==> src/rtl/sd_byte_fifo_if.sv <==
// ---------------------------------------------------------------------------
// sd_byte_fifo_if
// Bundles the byte-stream handshake between the SD reader, the byte FIFO and
// the downstream consumer.
//   master : drives data_in/push (reader side) and pop/clr_flags (consumer
//            side); observes every FIFO status output.
//   slave  : the FIFO itself; takes the strobes, returns head byte and status.
// ADDR_WIDTH must match the FIFO's ADDR_WIDTH; count is ADDR_WIDTH+1 bits so
// that the full value DEPTH is representable.
// ---------------------------------------------------------------------------
interface sd_byte_fifo_if #(
    parameter int ADDR_WIDTH = 4
);
    logic [7:0]          data_in;
    logic                push;
    logic                pop;
    logic                clr_flags;
    logic [7:0]          data_out;
    logic                empty;
    logic                full;
    logic [ADDR_WIDTH:0] count;
    logic                overflow;
    logic                underflow;
    logic                sector_done;
    logic [7:0]          sector_count;

    modport master (
        output data_in, push, pop, clr_flags,
        input  data_out, empty, full, count, overflow, underflow,
               sector_done, sector_count
    );

    modport slave (
        input  data_in, push, pop, clr_flags,
        output data_out, empty, full, count, overflow, underflow,
               sector_done, sector_count
    );
endinterface

==> src/rtl/sd_byte_fifo.sv <==
// ---------------------------------------------------------------------------
// sd_byte_fifo
// First-word-fall-through byte FIFO between the SD card reader deserializer
// and a downstream consumer, with sticky overflow/underflow flags and SD
// sector (data block) accounting.
// Ports:
//   clock        rising-edge clock for all state
//   reset        asynchronous active-low reset of all control state
//   bus (slave)  data_in/push   : byte and write strobe from the reader
//                pop/clr_flags  : read strobe, sticky-flag clear
//                data_out       : head byte, valid while empty=0
//                empty/full/count, overflow/underflow (sticky)
//                sector_done    : one-cycle pulse after a sector's last byte
//                sector_count   : completed sectors, modulo 256
// ---------------------------------------------------------------------------
module sd_byte_fifo #(
    parameter int DEPTH        = 16,
    parameter int ADDR_WIDTH   = 4,
    parameter int SECTOR_BYTES = 512
) (
    input  logic          clock,
    input  logic          reset,
    sd_byte_fifo_if.slave bus
);
    localparam int BC_W = (SECTOR_BYTES > 1) ? $clog2(SECTOR_BYTES) : 1;
    localparam logic [ADDR_WIDTH:0] COUNT_FULL = (ADDR_WIDTH + 1)'(DEPTH);
    localparam logic [BC_W-1:0]     LAST_BYTE  = BC_W'(SECTOR_BYTES - 1);

    generate
        if ((DEPTH < 2) || ((DEPTH & (DEPTH - 1)) != 0) ||
            (ADDR_WIDTH != $clog2(DEPTH))) begin : g_bad_param
            $error("sd_byte_fifo: DEPTH must be a power of two >= 2 and ADDR_WIDTH = log2(DEPTH)");
        end
    endgenerate

    logic [7:0]            mem [DEPTH];
    logic [ADDR_WIDTH-1:0] wr_ptr;
    logic [ADDR_WIDTH-1:0] rd_ptr;
    logic [ADDR_WIDTH:0]   count_q;
    logic [BC_W-1:0]       byte_cnt;
    logic [7:0]            sector_cnt_q;
    logic                  overflow_q;
    logic                  underflow_q;
    logic                  sector_done_q;

    logic empty_w;
    logic full_w;
    logic push_ok;
    logic pop_ok;
    logic push_drop;
    logic pop_drop;
    logic sector_end;

    // Status comes from the occupancy counter alone; with power-of-two
    // wrapping pointers, wr_ptr == rd_ptr is ambiguous between empty and full.
    assign empty_w = (count_q == '0);
    assign full_w  = (count_q == COUNT_FULL);

    // A pop on a full FIFO frees the head slot in the same edge, so a
    // simultaneous push may write there (wr_ptr == rd_ptr when full).
    assign push_ok    = bus.push && (!full_w || bus.pop);
    assign pop_ok     = bus.pop && !empty_w;
    assign push_drop  = bus.push && full_w && !bus.pop;
    assign pop_drop   = bus.pop && empty_w;
    assign sector_end = push_ok && (byte_cnt == LAST_BYTE);

    // Storage: data only, never reset.
    always_ff @(posedge clock) begin
        if (push_ok) begin
            mem[wr_ptr] <= bus.data_in;
        end
    end

    // Control: pointers, occupancy, flags and sector accounting.
    always_ff @(posedge clock or negedge reset) begin
        if (!reset) begin
            wr_ptr        <= '0;
            rd_ptr        <= '0;
            count_q       <= '0;
            byte_cnt      <= '0;
            sector_cnt_q  <= '0;
            overflow_q    <= 1'b0;
            underflow_q   <= 1'b0;
            sector_done_q <= 1'b0;
        end else begin
            if (push_ok) begin
                wr_ptr <= wr_ptr + 1'b1;
            end
            if (pop_ok) begin
                rd_ptr <= rd_ptr + 1'b1;
            end

            if (push_ok && !pop_ok) begin
                count_q <= count_q + 1'b1;
            end else if (pop_ok && !push_ok) begin
                count_q <= count_q - 1'b1;
            end

            // Clear first so that an error in the same cycle still sets.
            if (bus.clr_flags) begin
                overflow_q  <= 1'b0;
                underflow_q <= 1'b0;
            end
            if (push_drop) begin
                overflow_q <= 1'b1;
            end
            if (pop_drop) begin
                underflow_q <= 1'b1;
            end

            // Only accepted bytes advance the in-sector position.
            if (push_ok) begin
                byte_cnt <= sector_end ? '0 : byte_cnt + 1'b1;
            end
            sector_done_q <= sector_end;
            if (sector_end) begin
                sector_cnt_q <= sector_cnt_q + 1'b1;
            end
        end
    end

    assign bus.data_out     = mem[rd_ptr];
    assign bus.empty        = empty_w;
    assign bus.full         = full_w;
    assign bus.count        = count_q;
    assign bus.overflow     = overflow_q;
    assign bus.underflow    = underflow_q;
    assign bus.sector_done  = sector_done_q;
    assign bus.sector_count = sector_cnt_q;
endmodule

==> src/flat_wrapper.sv <==
// flat-port wrapper written by rule: the top's interface ports become plain ports
module sd_byte_fifo_flat 
#(
    parameter int DEPTH        = 16,
    parameter int ADDR_WIDTH   = 4,
    parameter int SECTOR_BYTES = 512
)
  (clock, reset, bus_data_in, bus_push, bus_pop, bus_clr_flags, bus_data_out, bus_empty, bus_full, bus_count, bus_overflow, bus_underflow, bus_sector_done, bus_sector_count);
  sd_byte_fifo_if #(.ADDR_WIDTH(ADDR_WIDTH)) bus_i ();
  input  logic clock;
  input  logic reset;
  input wire logic [$bits(bus_i.data_in)-1:0] bus_data_in;
  input wire logic [$bits(bus_i.push)-1:0] bus_push;
  input wire logic [$bits(bus_i.pop)-1:0] bus_pop;
  input wire logic [$bits(bus_i.clr_flags)-1:0] bus_clr_flags;
  output wire logic [$bits(bus_i.data_out)-1:0] bus_data_out;
  output wire logic [$bits(bus_i.empty)-1:0] bus_empty;
  output wire logic [$bits(bus_i.full)-1:0] bus_full;
  output wire logic [$bits(bus_i.count)-1:0] bus_count;
  output wire logic [$bits(bus_i.overflow)-1:0] bus_overflow;
  output wire logic [$bits(bus_i.underflow)-1:0] bus_underflow;
  output wire logic [$bits(bus_i.sector_done)-1:0] bus_sector_done;
  output wire logic [$bits(bus_i.sector_count)-1:0] bus_sector_count;
  assign bus_i.data_in = bus_data_in;
  assign bus_i.push = bus_push;
  assign bus_i.pop = bus_pop;
  assign bus_i.clr_flags = bus_clr_flags;
  assign bus_data_out = bus_i.data_out;
  assign bus_empty = bus_i.empty;
  assign bus_full = bus_i.full;
  assign bus_count = bus_i.count;
  assign bus_overflow = bus_i.overflow;
  assign bus_underflow = bus_i.underflow;
  assign bus_sector_done = bus_i.sector_done;
  assign bus_sector_count = bus_i.sector_count;
  sd_byte_fifo #(.DEPTH(DEPTH), .ADDR_WIDTH(ADDR_WIDTH), .SECTOR_BYTES(SECTOR_BYTES)) u_core (.clock(clock), .reset(reset), .bus(bus_i));
endmodule
==> config.mk <==
export PLATFORM = sky130hd
export DESIGN_NAME = sd_byte_fifo_flat
export DESIGN_NICKNAME = d
export VERILOG_FILES = /design/src/rtl/sd_byte_fifo_if.sv /design/src/rtl/sd_byte_fifo.sv /design/src/flat_wrapper.sv
export SDC_FILE = /design/constraint.sdc
export NUM_CORES = 1
export LEC_CHECK = 0
export CORE_MARGIN = 2
export CORE_UTILIZATION = 60
export CTS_BUF_LIST = sky130_fd_sc_hd__clkbuf_2
export DETAILED_ROUTE_END_ITERATION = 16
export PLACE_DENSITY = 0.8
export SLEW_MARGIN = 20
export SYNTH_ARGS = -nofsm -noshare
export SYNTH_HDL_FRONTEND = slang
export SYNTH_SLANG_ARGS = --single-unit
==> constraint.sdc <==
create_clock -name clock -period 3.5 [get_ports clock]
set_input_delay 0.525 -clock clock [delete_from_list [all_inputs] [get_ports clock]]
set_output_delay 0.525 -clock clock [all_outputs]
set_load 0.01 [all_outputs]
; ---- Word-level counts from Yosys, hierarchy flattened
; Memories as Yosys holds them, arrays and structs flattened.
; Index checks and enable logic that the tools add are counted.
[word_totals]
inputBits = 13
ramBits = 128
output_inout_bits = 26
ff_bits = 33
n_memories = 1
elab_cells = 43
[classes]
n_mux = 8
eq_ne = 2
n_reduce_logical = 18
add_sub_neg = 6
[mem_list]
columns = name, depth, width, read_ports, rd_clocked_by_memory_dff, write_ports, line_no
row1 = u_core.mem, 16, 8, 1, 0, 1, sd_byte_fifo.sv:36  ; logic [7:0] mem [DEPTH];
[ops]
columns = cell, count
row1 = two-way mux 5 bit, 2
row2 = "adder 9 x 1 -> 9 bit, second input constant", 1
row3 = "equality test 9 bit, second input constant", 1
row4 = two-way mux 9 bit, 1
row5 = "adder 4 x 1 -> 4 bit, second input constant", 2
row6 = "adder 8 x 1 -> 8 bit, second input constant", 1
row7 = logical AND 1 bit, 8
row8 = nonzero test 2 bit, 3
row9 = "adder 5 x 1 -> 5 bit, second input constant", 1
row10 = "equality test 5 bit, second input constant", 1
row11 = zero test 1 bit, 5
row12 = zero test 5 bit, 1
row13 = two-way mux 1 bit, 5
row14 = "subtractor 5 x 1 -> 5 bit, second input constant", 1
row15 = logical OR 1 bit, 1

; ---- Logic depth before layout (Yosys ltp)
; Gate-level depths: netlist (run 1).
[logic_depth]
ltp_word = 8
mapped_depth = 10

; ---- Worst setup path after synthesis (run 1)
; OpenSTA, ideal clock, no wires.
[synth_timing]
path_type = reg-to-reg
start = reg u_core.count_q[0], in the netlist u_core.bus.count[0]
end = reg u_core.count_q[4], in the netlist u_core.bus.count[4]
path_slack_ns = 0.808
synth_period_minus_slack_ns = 2.692
path_buffers = 0
stages_incl_launch_ff = 11
arrival_ns = 2.545
setup_time_ns = 0.147
path_cell_list = dfrtp_1 -> or4_1 -> o21a_1 -> inv_2 -> ha_1 -> inv_1 -> ha_1 -> nor2b_1 -> o21a_1 -> o2111ai_1 -> o311ai_0
[synth_between]
elab_chain_cells = 7
elab_cells_between_ends = 16
classes_between = 2 x add/sub / 1 x eq/ne / 2 x mux / 11 x reduce/logical
[synth_rtl]
columns = item, line_no
row1 = "start, declared", sd_byte_fifo.sv:39  ; logic [ADDR_WIDTH:0] count_q;
row2 = "start signal, assigned", sd_byte_fifo.sv:94  ; count_q <= count_q + 1'b1;
row3 = "start signal, assigned", sd_byte_fifo.sv:96  ; count_q <= count_q - 1'b1;
row4 = "parallel branches: the longest is 7 deep, another holds subtractor 5 x 1 -> 5 bit", n/a
; Parallel ways; which one is timed is not known. The select of a mux whose other input is x is not followed.
; A chain may end at the register's enable or synchronous reset.

; ---- Worst setup path after layout (run 1)
[layout_timing]
start = reg u_core.rd_ptr[0]
end = out bus_data_out[7]
[layout_between]
elab_chain_cells = 1
[layout_rtl]
columns = item, line_no
row1 = "start, declared", sd_byte_fifo.sv:38  ; logic [ADDR_WIDTH-1:0] rd_ptr;
row2 = "start signal, assigned", sd_byte_fifo.sv:90  ; rd_ptr <= rd_ptr + 1'b1;
row3 = memory (16 x 8 bit), n/a
row4 = "end, declared", flat_wrapper.sv:16  ; output wire logic [$bits(bus_i.data_out)-1:0] bus_data_out;
; Every way passes these cells.

==> metrics.md, run 1 <==
| Metric | Value |
|---|---|
| Boundary Pins | `39` |
| Area post-placement | `7310 um^2` |
| Post-Syn Instances | `396` |
| CP peak stage delay | `0.51 ns` |
| Hold Vio Cnt, Final | `0` |
| Post-synth EDFFs | `128` |
| Setup crit start kind | `register` |
| Initial antenna violation count | `1` |
| Routed Antenna Nets | `0` |
| Relative slew slack | `38.4%` |
| Synth cell types | `43` |
| Hold crit path type | `in2async` |
| GRT Overall Usage | `22.6%` |
| Worst Path Max Fanout | `15` |
| Ys Warns | `0` |
| Worst EP arrival | `2.87 ns` |
| Peak supply drop | `0.418 mV` |
| Core area | `10800 um^2` |
| Nets | `486` |
| Most frequent cells after synthesis | `edfxtp_1, nand2_1, dfrtp_1, mux4_2, a22oi_1` |
| CP required | `2.97 ns` |
| P_leak | `2.69 nW` |
| RSZ-0062 raised after global routing | `true` |
| Setup slack after layout | `0.104 ns` |
| Status | `finished clean` |
| Vias in the first global route | `3648` |
| Worst-Skew Late Latency | `0.69 ns` |
| Fillers | `721` |
| Initial drt markers | `339` |
| First-pass GRT wire length | `19500 um` |
| Crit share post-route | `97.0%` |
| Area grow syn2layout | `14.5%` |
| Synth area leader | `edfxtp_1` |
| Crit. End Element | `primary output` |
| Placer Congestion | `0.785` |
| R2R Path End | `u_core.bus.count[4]` |
| Setup violators final | `0` |
| Cell family with most CP delay | `buffers and inverters` |
| Starting Density | `61.7%` |
| WHS | `0.189 ns` |
| Design Area, Final | `7660 um^2` |
| Residual DRC | `0` |
| Pin count of the biggest net entering global routing | `34` |
| Routed vias | `3687` |
| Synth top area cells | `edfxtp_1, dfrtp_1, mux4_2` |
| Grt ovf | `0` |
| Die area | `12000 um^2` |
| Mean number of vias per cell | `6.01` |
| Clock tree buffer depth | `2` |
| WP depth | `5` |
| Util after Layout | `70.7%` |
| CTS clock-pin slew for the worst setup and hold paths | `0.22 ns` |
| Bufs and invs on worst path | `2` |
| Most used DFF post-synth | `edfxtp_1` |
| R2r setup slk | `0.58 ns` |
| Layout cells sized above 1 | `19.9%` |
| Clock root cell | `clkbuf_2` |
| WL final | `12500 um` |
| Yosys reg bits | `161` |
| Crit path kind | `reg2out` |
| First-pass detailed-route iteration total | `5` |
| Slowest CP cell | `dfrtp_2` |
| Top cell type's share of synthesized area | `57.4%` |
| Hold buffer count at CTS | `0` |
| Reg2reg start | `u_core.bus.count[0]` |
| Max-slew violation count | `0` |
| Chip height | `110 um` |
| Count leader, synth | `edfxtp_1` |
| Worst-margin pin slew | `0.920 ns` |
| H-tree Lvls | `4` |
| Mapped Avg Cell Area | `16.9 um^2` |
| TritonCTS Sinks | `161` |
| Tmin final | `3.40 ns` |
| Post-DP HPWL | `8190 um` |
| CTS Buf Count | `17` |
| FFs w/ async S/R, synth | `20.5%` |
| Post-synthesis sequential area ratio | `69.8%` |
| Dpl cells | `576` |
| Clock Skew | `0.0330 ns` |
| PD cells | `762 nW/um^2` |
| Final setup TNS | `0 ns` |
| FF-to-FF path depth | `10` |
| Post-route insts no fill | `613` |
| Buffers added on ports | `38` |
| CTS tree | `built` |
| Fmax | `295 MHz` |
| Area of the mapped netlist | `6690 um^2` |
| Power Total | `5.84 mW` |
| Max-cap violations | `0` |
| Syn Nets | `423` |
| Rows | `38` |
| Worst slack, placed | `0.437 ns` |
| Die width | `110 um` |
| Crit path cell chain | `bufbuf_16 > mux4_2 > a22oi_1 > nand2_1 > clkdlybuf4s50_1` |
| Wire per inst | `20.5 um` |
## registers in the layout, indices dropped and copies added, names as in the netlist
signal and cells:
u_core.bus.overflow 1, u_core.bus.sector_count 8, u_core.rd_ptr 4, u_core.mem 128, u_core.wr_ptr 4, u_core.bus.sector_done 1
u_core.bus.underflow 1, u_core.byte_cnt 9, u_core.bus.count 5
## metal layers
metal / global-route usage, % / vias to the layer above / wire, um
met5: 0 / - / 0
met4: 8.77 / 0 / 232
met3: 4.51 / 19 / 773
met2: 35.9 / 158 / 6290
met1: 31.4 / 1839 / 5250
li1: - / 1671 / -
## repair_timing
action	4_1_cts	5_1_grt
resized for setup	0	1
cloned	1	0
setup endpoints to repair	5	8
setup buffers	0	3
pin swaps	0	0
## area by class of cell
| cell class | count | area [um^2] | share of cell area, % |
|---|---|---|---|
| flip-flops and latches | 161 | 4670 | 61.0 |
| repair buffers | 62 | 611 | 7.97 |
| clock buffers | 21 | 105 | 1.37 |
| multi-input cells | 207 | 1870 | 24.4 |
| clock inverters | 11 | 188 | 2.45 |
| inverters | 10 | 37.5 | 0.490 |
| well taps | 140 | 175 | 2.29 |
| diodes | 1 | 2.50 | 0.0327 |
## cells in the final DEF (no fill, tap or decap), types with 3 or more instances in the layout
master           netlist  routed
clkinv_2               0       3
nor2_1                15      15
nor4_1                 3       3
clkdlybuf4s50_1        0      38
dfrtp_1               33      31
a221o_1                3       3
nand2_1               35      35
or4_1                  3       3
o21ai_0               10      10
xor2_1                 4       4
nand2b_1               3       3
nor2b_1               10      10
nand3_1               11      11
mux4_2                32      32
nor3_1                 8       8
clkinvlp_4             0       3
buf_4                  3      21
bufinv_16              0       5
inv_1                  9       9
ha_1                  13      13
nand4_1                5       5
a22oi_1               16      16
clkbuf_2               0      21
xnor2_1               12      12
edfxtp_1             128     128
## logic make-up after synthesis
group	Yosys count	synth area share (%)
compound gates	41	4.43
xor+xnor	16	2.09
fa+ha+maj	14	2.73
buf+inv	28	2.24
flops	161	69.8
mux	34	11.1
simple gates	102	7.65
## worst max path at each step
stage                          endpoint                start  slack (ns)
global placement    u_core.bus.count[4]              bus_pop        0.55
global route            bus_data_out[6]     u_core.rd_ptr[0]       -0.02
floorplan           u_core.bus.count[4]  u_core.bus.count[0]        0.81
detailed placement  u_core.bus.count[4]              bus_pop        0.44
CTS                     bus_data_out[7]     u_core.rd_ptr[0]      0.0007
finish                  bus_data_out[7]     u_core.rd_ptr[0]        0.10
## power breakdown
part           internal, mW  switching, mW
Combinational          1.09           1.01
Clock                 0.548          0.600
Sequential             2.35          0.250
Total                  3.98           1.86
No activity file was read; power rests on OpenSTA's default activity.
==> inputs of run 2 (changes only) <==
SLEW_MARGIN = default   (was 20)
==> results of run 2 <==
The final DEF is identical to that of run 1; final timing and power are the same.
==> variant 1, RTL diff (config.mk and constraints of run 2) <==
`SECTOR_BYTES` is set to 512 in 2 places; all go to 256.
--- a/src/rtl/sd_byte_fifo.sv
+++ b/src/rtl/sd_byte_fifo.sv
@@ -18,3 +18,3 @@
     parameter int ADDR_WIDTH   = 4,
-    parameter int SECTOR_BYTES = 512
+    parameter int SECTOR_BYTES = 256
 ) (
--- a/src/flat_wrapper.sv
+++ b/src/flat_wrapper.sv
@@ -5,3 +5,3 @@
     parameter int ADDR_WIDTH   = 4,
-    parameter int SECTOR_BYTES = 512
+    parameter int SECTOR_BYTES = 256
 )
Check against the original RTL: no difference found for any inputs over 4 cycles, from zero or initial values and one cycle with reset low; that may be too few to reach the edited logic, so the function may still have changed.
==> variant 1 against run 2 <==
Worst setup slack gained 86 ps; total power decreased by 6.2%; sequential cell count down 1; fmax grew 2.6%; area after synthesis is 1.9% lower; via count decreased by 4.3%; synthesized cell count shrank 6.6%; sequential power shrank 2%; cell area decreased by 1.7%; wire length shrank 2.4%; largest cell class unchanged; largest power group unchanged.
==> variant 1: results (changes against run 2) <==
metric,value,unit,change
status,finished clean,,unchanged
vias in the first global route,3682,,was 3648
share of power burned in registers,0.467,,was 0.445
share of layout cells above drive strength 1,0.241,,was 0.199
ys async rst share,0.200,,was 0.205
pin count of the biggest net entering global routing,33,,was 34
met1 usage,0.310,,was 0.314
met1 WL,5200,microns,was 5250 microns
met2 routed WL,6190,microns,was 6290 microns
cell count after placement,546,,was 576
initial antenna violation count,0,,was 1
routed len/inst,20.8,microns,was 20.5 microns
first-pass GRT wire length,19400,microns,was 19500 microns
met3 Resource Use GR,0.0586,,was 0.0451
syn_nets,396,,was 423
clk buf depth,2,,unchanged
Yosys warning total,0,,unchanged
HP Class,input port to asynchronous set/reset pin,,unchanged
Yosys cell types,41,,was 43
Vias,3527,,was 3687
metal3 WL,654,microns,was 773 microns
Worst Tran Pin Value,558,ps,was 920 ps
Leakage Power,0.00262,uW,was 0.00269 uW
routed vias/inst,6.00,,was 6.01
Ant. Diodes,0,,was 1
CTS Buf Count,17,,unchanged
average size of a mapped cell,17.8,sq um,was 16.9 sq um
clk slew on worst S/H paths,220,ps,about the same
Post-CTS Setup Repair Bufs,3,,was 0
worst-path fanout max,6,,was 15
Detailed Place HPWL,7730,microns,was 8190 microns
placed standard-cell area,7210,sq um,was 7310 sq um
VDD IR max,0.476,mV,was 0.418 mV
sequential area share after synthesis,0.707,,was 0.698
slowest CP cell,dfrtp_4,,was dfrtp_2
GRT Overall Usage,0.230,,was 0.226
"Net count, final",461,,was 486
CP peak stage delay,540,ps,was 510 ps
CTS resizes,1,,was 0
max reg flops,128,,unchanged
switching part of the total power,0.342,,was 0.318
synth top area cells,"edfxtp_1 (59%), dfrtp_1 (12%), mux4_2 (11%)",,"was edfxtp_1 (57%), dfrtp_1 (12%), mux4_2 (11%)"
Clock Skews,33.5,ps,was 33.0 ps
P_comb,2070,uW,
r2r startpoint,u_core.bus.count[1],,was u_core.bus.count[0]
Routability Congestion,0.770,,was 0.785
Fin. Hold Viols,0,,unchanged
most frequent cells after synthesis,"edfxtp_1 (128), dfrtp_1 (32), mux4_2 (32)",,"was edfxtp_1 (128), nand2_1 (35), dfrtp_1 (33)"
Biggest register,u_core.mem,,unchanged
Critical Path Start,u_core.rd_ptr[0],,unchanged
Worst Path Arrival,2780,ps,was 2870 ps
Worst-Skew Late Latency,710,ps,was 690 ps
GR Util met2,0.371,,was 0.359
==> variant 1: changes by cell type after synthesis, moves of 4 or more <==
cell,change
nand2_1,-11
nor2_1,-10
nor2b_1,-7
and4_1,+6
and3_1,+4
buf_6,-4
nand3_1,-4
o21ai_0,-4
xnor2_1,+4
==> variant 1: cell families (layout without fill, tap and decap cells) <==
family,Yosys count,after routing,synth area share
mux,34,34,0.113
compound gates,35,35,0.0394
xor+xnor,21,21,0.0280
fa+ha+maj,13,13,0.0259
simple gates,81,81,0.0703
flops,160,160,0.707
buf+inv,26,104,0.0160
==> variant 1: layout make-up <==
cell class,count,area (sq um)
Timing Repair Buffer,62,601
Sequential cell,160,4650
Clock buffer,18,90.1
Tap cell,140,175
Multi-Input combinational cell,184,1880
Clock inverter,14,109
Inverter,10,37.5
Fill cell,701,3210
==> variant 1: final timing paths <==
path	endpoint	slack, ps	cells past startpoint
max	bus_data_out[2]	190	6
min	u_core.bus.count[0]	190	2
max reg2reg	u_core.bus.count[4]	590	10
min reg2reg	u_core.bus.sector_count[7]	490	1
max in group asynchronous	u_core.rd_ptr[0]	2970	2
min in group clock	u_core.bus.overflow	440	3
==> variant 1: through the flow <==
step / setup slack (ps) / utilization / hold WS, ps / total power (uW)
after floorplan: 843 / - / 229 / 3770
final: 191 / 0.701 / 188 / 5480
after global placement: 448 / 0.671 / 457 / 4450
after detailed placement: 281 / 0.671 / 458 / 4530
after CTS: 32.3 / 0.692 / 145 / 5400
after global routing: 7.77 / 0.701 / 125 / 5790
==> variant 1: worst register-to-register path, cell delays in order (launching register included) <==
cell and delay (ps):
dfrtp_1 500, nor3_1 520, a21bo_4 330, inv_2 60, ha_1 250, inv_1 180
ha_1 270, nor2b_1 150, o21a_1 200, o2111ai_1 200, o311ai_0 140
==> variant 2, RTL diff (config.mk and constraints of run 2) <==
Made on the original files. Make the reset (`reset`) synchronous in one clocked block. Comments in the files are not updated.
--- a/src/rtl/sd_byte_fifo.sv
+++ b/src/rtl/sd_byte_fifo.sv
@@ -74,3 +74,3 @@
     // Control: pointers, occupancy, flags and sector accounting.
-    always_ff @(posedge clock or negedge reset) begin
+    always_ff @(posedge clock) begin
         if (!reset) begin
Formal check against the unedited RTL: differs if reset is asserted again (counterexample within 4 cycles, from zero or initial values and one cycle with reset low); with reset held inactive, the same outputs for 4 cycles.
==> variant 2 against run 2 <==
Die area up 1.3%; worst hold slack improved by 300 ps; worst setup slack improved by 110 ps; combinational power is 44% lower; core utilization is 2.5 points lower; critical path type unchanged; area after synthesis up 1.3%; cell area is 2.7% lower; wire length fell by 0.83%; total power down 28%; sequential cell count is 4 higher; first-iteration DRC count is 24% lower; non-clock buffer count decreased by 16.
==> variant 2: results (changes against run 2) <==
metric,value,unit,change
clk slew on worst S/H paths,200,ps,was 220 ps
Adder-Cell Fraction of Synth Area,0.0269,,was 0.0273
Leakage Power,0.00245,uW,was 0.00269 uW
sequential area share after synthesis,0.676,,was 0.698
cell count after placement,581,,was 576
WL final,12400,microns,was 12500 microns
comb_multi_in,223,,was 207
worst-path fanout max,32,,was 15
Worst Path Arrival,2760,ps,was 2870 ps
syn_nets,446,,was 423
Synth Area in XOR/XNOR,0.0142,,was 0.0209
Ant. Diodes,0,,was 1
slowest CP cell,clkdlybuf4s50_1,,was dfrtp_2
ys async rst share,0,,was 0.205
# fillers,766,,was 721
signal buffers share of area,0.0624,,was 0.0797
met2 routed WL,6380,microns,was 6290 microns
vias in the first global route,3760,,was 3648
"most common cell after layout, fill and taps aside",edfxtp_1,,unchanged
Worst-Skew Late Latency,690,ps,about the same
Pre-antenna DRT Iters,4,,was 5
core area,10900,sq um,was 10800 sq um
Detailed Place HPWL,8060,microns,was 8190 microns
status,finished clean,,unchanged
seq pwr,2270,uW,was 2600 uW
CP peak stage delay,490,ps,was 510 ps
DR iter-0 viols,259,,was 339
most frequent cells after synthesis,"edfxtp_1 (128), dfxtp_1 (37), mux4_2 (32)",,"was edfxtp_1 (128), nand2_1 (35), dfrtp_1 (33)"
Total Power,4210,uW,was 5840 uW
met1 WL,5280,microns,was 5250 microns
Non-CTS buffers,46,,was 62
Routability Congestion,0.823,,was 0.785
PwrDens,565,nW/um^2,was 762 nW/um^2
metal3 WL,596,microns,was 773 microns
worst slack at placement,459,ps,was 437 ps
Clock Skews,26.8,ps,was 33.0 ps
compound-gate portion of the synthesized area,0.0690,,was 0.0443
pin count of the biggest net entering global routing,33,,was 34
VDD IR max,0.556,mV,was 0.418 mV
Logic inverters,9,,was 10
routed vias/inst,6.09,,was 6.01
synth top area cells,"edfxtp_1 (57%), dfxtp_1 (11%), mux4_2 (11%)",,"was edfxtp_1 (57%), dfrtp_1 (12%), mux4_2 (11%)"
fraction of area in multi-input gates,0.274,,was 0.244
share of layout cells above drive strength 1,0.184,,was 0.199
routed len/inst,20.3,microns,was 20.5 microns
# clk buffers,24,,was 21
clock-net power,763,uW,was 1150 uW
HP Class,flip-flop to flip-flop,,was input port to asynchronous set/reset pin
Seq/total area,0.615,,was 0.610
average size of a mapped cell,16.2,sq um,was 16.9 sq um
relative slew slack,0.340,,was 0.384
initial antenna violation count,0,,was 1
GRT Overall Usage,0.224,,was 0.226
post-synthesis mux area share,0.111,,about the same
-- variant 2: cell types whose count changed in the layout (fill, tap and decap cells not counted), sizes merged, moves of 10 or more --
cell,delta
xnor2,-10
dfxtp,+37
buf,-15
nand2,-14
dfrtp,-33
nor2,+10
a21oi,+19
-- variant 2: per-layer routing --
layer / GRT usage / vias to the layer above
met2: 0.380 / 120
met1: 0.276 / 1884
li1: - / 1721
met5: 0 / -
met3: 0.0653 / 12
met4: 0.0804 / 0
-- variant 2: final timing paths --
kind,from,end,slack (ps),depth (start not counted)
worst max-delay path,flip-flop,bus_data_out[7],210,5
worst min-delay path,u_core.byte_cnt[1],u_core.byte_cnt[1],490,2
worst max register to register,u_core.bus.count[0],u_core.bus.count[4],810,9
worst min register to register,u_core.byte_cnt[1],u_core.byte_cnt[1],490,2
-- variant 2: repair_timing --
action,in CTS,in global routing
buffers inserted,0,2
hold buffers,0,0
setup endpoints to repair,7,6
gates resized for setup,1,0
